===== src/rtl/ctrl_csr_bank_pkg.sv =====
// Shared definitions for the control/status register bank: register indices,
// the GO bit position and the byte-strobe merge helper.
// The helper works on a fixed maximum width; callers zero-extend and truncate.
package csr_pkg;

  localparam int CSR_CTRL    = 0;
  localparam int CSR_STATUS  = 1;
  localparam int CSR_RESULT  = 2;
  localparam int CSR_IRQ_EN  = 3;

  localparam int CTRL_GO_BIT = 0;

  // Widest register the merge helper supports (256 bits, 32 byte lanes).
  localparam int CSR_MAX_W = 256;
  localparam int CSR_MAX_B = CSR_MAX_W / 8;

  // Replace byte k of old with byte k of wdata wherever wstrb[k] is set.
  function automatic logic [CSR_MAX_W-1:0] apply_wstrb(
    input logic [CSR_MAX_W-1:0] old,
    input logic [CSR_MAX_W-1:0] wdata,
    input logic [CSR_MAX_B-1:0] wstrb
  );
    logic [CSR_MAX_W-1:0] res;
    res = old;
    for (int k = 0; k < CSR_MAX_B; k++) begin
      if (wstrb[k]) res[8*k +: 8] = wdata[8*k +: 8];
    end
    return res;
  endfunction

endpackage


===== src/rtl/ctrl_csr_bank.sv =====
// Control/status register bank: N byte-strobed registers behind a valid/ready
// request/response port, with W1C status events, a byte counter, a GO pulse and irq.
// One registered response per accepted request; requests stall while a response waits.
module ctrl_csr_bank
  import csr_pkg::*;
#(
  parameter int DATA_W   = 32,
  parameter int NUM_REGS = 8
) (
  input  logic                clk,
  input  logic                rst,
  input  logic                req_valid,
  output logic                req_ready,
  input  logic                req_we,
  input  logic [31:0]         req_addr,
  input  logic [DATA_W-1:0]   req_wdata,
  input  logic [DATA_W/8-1:0] req_wstrb,
  output logic                resp_valid,
  input  logic                resp_ready,
  output logic [DATA_W-1:0]   resp_rdata,
  output logic                resp_err,
  input  logic [DATA_W-1:0]   hw_event,
  input  logic                hw_inc,
  output logic                start_pulse,
  output logic [DATA_W-1:0]   status,
  output logic [DATA_W-1:0]   result_bytes,
  output logic                irq
);

  localparam int ADDR_W = $clog2(NUM_REGS);
  localparam int STRB_W = DATA_W / 8;

  localparam logic [ADDR_W-1:0] IDX_CTRL   = ADDR_W'(CSR_CTRL);
  localparam logic [ADDR_W-1:0] IDX_STATUS = ADDR_W'(CSR_STATUS);
  localparam logic [ADDR_W-1:0] IDX_RESULT = ADDR_W'(CSR_RESULT);
  localparam logic [ADDR_W-1:0] IDX_IRQ_EN = ADDR_W'(CSR_IRQ_EN);

  logic [DATA_W-1:0] regs_q [NUM_REGS];
  logic [DATA_W-1:0] regs_d [NUM_REGS];

  logic              resp_valid_q;
  logic [DATA_W-1:0] resp_rdata_q;
  logic              resp_err_q;
  logic              start_pulse_q;
  logic              start_pulse_d;

  logic              accept;
  logic              in_range;
  logic [ADDR_W-1:0] idx;
  logic              wr_en;
  logic [DATA_W-1:0] merged;
  logic [DATA_W-1:0] status_clr;
  logic              result_wr;
  logic [DATA_W-1:0] rdata_d;

  // A new request may enter whenever the response slot is empty or draining.
  assign req_ready = !resp_valid_q || resp_ready;
  assign accept    = req_valid && req_ready;

  // The full 32-bit compare rejects both high indices and nonzero upper bits.
  assign in_range = (req_addr < 32'(NUM_REGS));
  assign idx      = req_addr[ADDR_W-1:0];
  assign wr_en    = accept && req_we && in_range;

  assign merged = DATA_W'(apply_wstrb(CSR_MAX_W'(regs_q[idx]),
                                      CSR_MAX_W'(req_wdata),
                                      CSR_MAX_B'(req_wstrb)));

  // Read data is the pre-update register value; GO is never stored, so reads 0.
  assign rdata_d = (in_range && !req_we) ? regs_q[idx] : '0;

  // Next register contents from the bus write and the hardware-side inputs.
  always_comb begin
    regs_d        = regs_q;
    start_pulse_d = 1'b0;
    status_clr    = '0;
    result_wr     = 1'b0;

    if (wr_en) begin
      if (idx == IDX_STATUS) begin
        // W1C: strobed ones clear the matching status bits.
        status_clr = DATA_W'(apply_wstrb('0, CSR_MAX_W'(req_wdata),
                                         CSR_MAX_B'(req_wstrb)));
      end else if (idx == IDX_RESULT) begin
        if (|req_wstrb) begin
          regs_d[IDX_RESULT] = merged;
          result_wr          = 1'b1;
        end
      end else begin
        regs_d[idx] = merged;
        if (idx == IDX_CTRL) begin
          regs_d[IDX_CTRL][CTRL_GO_BIT] = 1'b0;
          start_pulse_d = req_wstrb[CTRL_GO_BIT/8] && req_wdata[CTRL_GO_BIT];
        end
      end
    end

    // Events are ORed in after the clear so a coincident set wins.
    regs_d[IDX_STATUS] = (regs_q[IDX_STATUS] & ~status_clr) | hw_event;

    // A bus write to the counter in the same cycle swallows the increment.
    if (hw_inc && !result_wr) begin
      regs_d[IDX_RESULT] = regs_q[IDX_RESULT] + DATA_W'(1);
    end
  end

  // Register array and response stage; reset drops any pending response.
  always_ff @(posedge clk) begin
    if (rst) begin
      regs_q        <= '{default: '0};
      resp_valid_q  <= 1'b0;
      resp_rdata_q  <= '0;
      resp_err_q    <= 1'b0;
      start_pulse_q <= 1'b0;
    end else begin
      regs_q        <= regs_d;
      start_pulse_q <= start_pulse_d;
      if (accept) begin
        resp_valid_q <= 1'b1;
        resp_rdata_q <= rdata_d;
        resp_err_q   <= !in_range;
      end else if (resp_ready) begin
        resp_valid_q <= 1'b0;
      end
    end
  end

  assign resp_valid   = resp_valid_q;
  assign resp_rdata   = resp_rdata_q;
  assign resp_err     = resp_err_q;
  assign start_pulse  = start_pulse_q;
  assign status       = regs_q[IDX_STATUS];
  assign result_bytes = regs_q[IDX_RESULT];
  assign irq          = |(regs_q[IDX_STATUS] & regs_q[IDX_IRQ_EN]);

endmodule


===== config.mk =====
export PLATFORM = sky130hd
export DESIGN_NAME = ctrl_csr_bank
export DESIGN_NICKNAME = d
export VERILOG_FILES = /design/src/rtl/ctrl_csr_bank_pkg.sv /design/src/rtl/ctrl_csr_bank.sv
export SDC_FILE = /design/constraint.sdc
export NUM_CORES = 1
export LEC_CHECK = 0
export CAP_MARGIN = 20
export CORE_MARGIN = 2
export CORE_UTILIZATION = 32
export DETAILED_ROUTE_END_ITERATION = 8
export GPL_ROUTABILITY_DRIVEN = 0
export SLEW_MARGIN = 0
export SYNTH_ARGS = -nofsm -noshare
export SYNTH_HDL_FRONTEND = slang
export SYNTH_SLANG_ARGS = --single-unit

===== constraint.sdc =====
create_clock -name clk -period 3.4 [get_ports clk]
set_clock_uncertainty 0.15 [all_clocks]
set_input_delay 1.02 -clock clk [delete_from_list [all_inputs] [get_ports clk]]
set_output_delay 1.02 -clock clk [all_outputs]
set_load 0.01 [all_outputs]

# After elaboration in Yosys (flattened, before gate mapping)

Cells that the tools add are included.

Register bits after elaboration: 291
Bits in latches: 0
Bits in writable memories: 0
Bits in read-only memories: 0
Memories kept: 0

$add $sub $neg: 1
Multiply operators: 0
Div/mod/pow operators: 0
Magnitude comparators: 3
Equality and inequality tests: 4
Shifts and indexed selects: 0
Muxes and demuxes: 30
Bitwise logic cells: 9
Reduce and logical (&&, ||, !) cells: 20

Operators by type and width:

| cell                                                        | count |
|---|---|
| 2-to-1 mux 192 bit                                          | 2 |
| 2-to-1 mux 32 bit                                           | 9 |
| bitwise mux 256 bit                                         | 1 |
| 2-to-1 mux 160 bit                                          | 1 |
| binary-select mux 32 bit (select 3 bit)                     | 1 |
| demux 32 bit (select 3 bit)                                 | 1 |
| bitwise AND 32 bit                                          | 2 |
| 2-to-1 mux 8 bit                                            | 8 |
| adder 32 x 1 -> 32 bit, second input constant               | 1 |
| less-than comparator 32 x 4 -> 1 bit, second input constant | 1 |
| NOT 32 bit                                                  | 1 |
| OR 32 bit                                                   | 1 |
| OR reduction 32 bit                                         | 1 |
| logical AND 1 bit                                           | 7 |
| 2-to-1 mux 1 bit                                            | 7 |
| AND reduction 3 bit                                         | 2 |
| OR reduction 5 bit                                          | 1 |
| >= comparator 4 bit, second input constant                  | 1 |
| zero test 1 bit                                             | 4 |
| less-than comparator 4 x 1 -> 1 bit, second input constant  | 1 |
| NOT 1 bit                                                   | 4 |
| NOT 3 -> 4 bit                                              | 1 |
| nonzero test 2 bit                                          | 2 |
| OR reduction 4 bit                                          | 1 |
| other kinds (6)                                             | 6 |

# Logic depth before layout (Yosys ltp)

Depth in word-level cells: 10
Mapped depth: 10
Gate-level depth less buffers: 7

# Worst setup path after synthesis

OpenSTA, ideal clock, no wires.

Path type: input port to flip-flop
Start: in req_addr[30]
End: reg regs_q[87] (netlist bit)
Setup time: 0.070 ns
Arrival time: 2.776 ns
Required time: 3.180 ns
Setup slack: 0.403 ns
Cell stages on the path: 8
Cells stage by stage: nor4_1 -> nand4_1 -> or3_1 -> buf_6 -> nor3_4 -> buf_6 -> nand2_1 -> a21oi_1

Longest elaborated chain between the ends: 3

Ends and longest elaborated chain:

| what                                 | RTL line             | source |
|---|---|---|
| from (decl)                          | ctrl_csr_bank.sv:15  | `input logic [31:0] req_addr,` |
| less-than comparator 32 x 4 -> 1 bit | ctrl_csr_bank.sv:61  | `assign in_range = (req_addr < 32'(NUM_REGS));` |
| logical AND 1 bit                    | ctrl_csr_bank.sv:63  | `assign wr_en = accept && req_we && in_range;` |
| AND reduction 3 bit (no line)        | n/a                  |  |
| to (signal assigned)                 | ctrl_csr_bank.sv:116 | `regs_q <= regs_d;` |
| to (decl)                            | ctrl_csr_bank.sv:38  | `logic [DATA_W-1:0] regs_q [NUM_REGS];` |

Every way passes these cells.
A chain may end at the register's enable or synchronous reset.

# Worst setup path after layout

Start: reg regs_q[142] (netlist bit)
End: out irq

Longest elaborated chain between the ends: 2

Ends and longest elaborated chain:

| what                | RTL line             | source |
|---|---|---|
| bitwise AND 32 bit  | ctrl_csr_bank.sv:134 | `assign irq = \|(regs_q[IDX_STATUS] & regs_q[IDX_IRQ_EN]);` |
| OR reduction 32 bit | ctrl_csr_bank.sv:134 |  |
| to (decl)           | ctrl_csr_bank.sv:27  | `output logic irq` |

Every way passes these cells.

==> run summary <==
Sequential share of the synthesized area - 0.4104
Nets - 2059
DR iter-0 viols - 1737
CP Launch Type - flip-flop
Flop and latch count out of synthesis - 291
Max frequency - 0.2993 GHz
Starting density of the core - 0.3224
Vias/cell - 5.550
Die area - 0.04606 mm^2
Clock slew at reported path FFs - 0.06 ns
Length of the first detailed-routing pass in iterations - 6
Fillers - 4327
Htree depth - 2
Pin count of the biggest net entering global routing - 82
Final Critical Period - 3.341 ns
VDD IR max - 285.3 uV
Most frequent cells in the layout - nand2_1, dfxtp_1, a21oi_1, clkdlybuf4s50_1, buf_4
HP Class - flip-flop to flip-flop
Hold Crit Start - regs_q[94]
Distinct cells, synth - 66
Share of cells above drive strength 1 - 0.1530
Root Driver - clkbuf_16
Most common cell after layout, fill and taps aside - nand2_1
Arr. time, crit path - 2.17 ns
MaxCap Viol Count - 0
RSZ-0062 raised after global routing - no
Die X-Extent - 214.6 um
Synth warn - 0
Die Height - 214.6 um
Mux share of post-synthesis cell area - 0.09034
Register area - 0.005826 mm^2
Compound-Gate Fraction of Synth Area - 0.1757
Largest family of logic cells by synthesized area - simple AND/OR/NAND/NOR gates
DRC violations left - 0
FF-to-FF path depth - 8
Post-synth net total - 1858
Slew Limit Fails - 0
Drt wl/cell - 21.89 um
Diode count - 0
Worst hold stages - 2
Total CTS buffers - 34
Worst-path maximum fanout - 3
Worst-Skew Late Latency - 0.53 ns
Area Overhead vs Synth - 29.91%
Syn_area_per_cell - 8.107 um^2
Initial antenna violation count - 1
Post-Synth Adder-Cell Area - 0.0008814
Top Ports - 207
Crit end category - output pin
Setup TNS - 0 ns
Pleak - 6.373 nW
Grt ovf - 0
Setup-failing EPs final - 0
Hpwl dp - 41180 um
Synth Flop Type - dfxtp_1
First-pass GRT wire length - 84370 um
Reg2reg start - result_bytes[0]
Status - complete, no violations
Max transition margin - 0.3683
Fin. Hold Viols - 0
Area occupied by multi-input gates - 0.007279 mm^2
Vias in the first global route - 13390
Port Buffer Count - 206
Dpl cell area - 0.01727 mm^2
Row cnt - 77
Final antenna-violating net count - 0
R2R setup slack - 0.75 ns
Cts hold-fix bufs - 0
Final Cell Area - 0.01844 mm^2
Post-Synth Simple-Gate Area - 0.2322
Final Cycle Share - 0.9827
WS Path Type - flip-flop to output pin
Worst EP required - 2.23 ns
Gate Count Post-Synth - 1751
Worst Tran Pin Value - 0.9344 ns
Max Root-Sink Buffers - 3
Drt total wl - 56170 um
Cell area after synthesis - 0.01420 mm^2
Core box area - 0.04403 mm^2
R2R Path End - result_bytes[22]
Total track usage - 0.2366
Vias - 14240
Sink Count - 291
Number of flops mapped to enable cells by yosys - 0
CTS tree - built
Async S/R FF share, synth - 0
Synth Area in XOR/XNOR - 0.01111
Cell Pwr Density - 439.3 mW/mm^2
WHS Endpoint - regs_q[94]
## Yosys cell counts, drive strengths merged (12+ instances only)
library cell | count | area, um^2
nor4 | 14 | 108.9
a22oi | 46 | 345.3
o22ai | 13 | 81.33
mux2 | 49 | 551.8
nand3 | 15 | 80.08
dfxtp | 291 | 5826
nor2 | 134 | 505.5
mux4 | 20 | 450.4
nand4 | 48 | 300.3
nand2 | 398 | 1494
a21oi | 205 | 1026
a211oi | 28 | 210.2
inv | 18 | 67.56
nand3b | 13 | 97.59
mux2i | 28 | 280.3
nand2b | 20 | 125.1
xnor2 | 12 | 105.1
o21ai | 24 | 120.1
clkbuf | 76 | 285.3
a221oi | 32 | 280.3
nor3 | 48 | 276.5
buf | 117 | 772.0
## where the power goes
part           internal, mW  switching (mW)  leakage [nW]
registers              3.44          0.0433          2.35
clock network          2.28            1.49         0.565
logic                 0.375           0.467          3.45
## how the worst max path moves through the flow
stage | start | to | slack [ns] | cells after the start
floorplan | req_addr[30] | regs_q[87] | 0.40 | 8
global placement | req_wstrb[1] | result_bytes[5] | -0.35 | 8
detailed placement | req_wstrb[1] | result_bytes[5] | -0.43 | 8
CTS | regs_q[139] | irq | 0.003 | 5
global route | req_addr[8] | result_bytes[15] | 0.03 | 9
finish | regs_q[142] | irq | 0.06 | 4
## per-layer routing
layer,GRT usage,vias up,part of all wire
met5,0,-,0
met4,0.08588,0,0.033
met3,0.06298,100,0.11
met2,0.3523,762,0.42
met1,0.3277,6864,0.43
li1,-,6515,-
## per-stage QoR
step	hold WS, ns	setup WS (ns)	power (mW)	instances	util
after global placement	0.2843	-0.3527	4.382	2507	0.3923
after detailed placement	0.2915	-0.4333	4.382	2507	0.3923
after floorplan	0.2768	0.4034	3.935	1751	-
after CTS	0.2993	0.002552	8.125	2565	0.4184
after global routing	0.3104	0.03015	8.305	2566	0.4189
final	0.2960	0.05891	8.101	2566	0.4189
## logic make-up (layout without fill, tap and decap cells)
family / count (synthesis) / in the layout
AND/OR/NAND/NOR: 732 / 732
AO/OA/AOI/OAI: 400 / 400
flip-flops: 291 / 291
buffers and inverters: 212 / 435
multiplexers: 97 / 97
XOR/XNOR: 18 / 18
adder cells (fa/ha/maj): 1 / 1
## worst max-delay path, cell delays in order (launching register included)
cell,delay (ns)
dfxtp_1,0.35
a22oi_1,0.35
nand4_1,0.22
or4_4,0.59
buf_6,0.14
## sequential cells by signal (all words and copies together) (netlist names)
name and flops:
start_pulse 1, resp_err 1, result_bytes 32, resp_rdata 32
regs_q 192, resp_valid 1, status 32
## layout make-up
type / count / share of cell area
inverters: 19 / 0.003867
repair buffers: 358 / 0.1836
flip-flops and latches: 291 / 0.3159
multi-input cells: 1248 / 0.3947
clock buffers: 51 / 0.05685
clock inverters: 7 / 0.004953
well taps: 592 / 0.04016
## timing repair
action | 4_1_cts | 5_1_grt
pin swaps | 3 | 4
endpoints found under the setup margin | 1 | 28
gates cloned | 0 | 0
buffers inserted | 0 | 1
gates resized for setup | 7 | 3
Note: power is estimated with default switching activity, not from simulation.
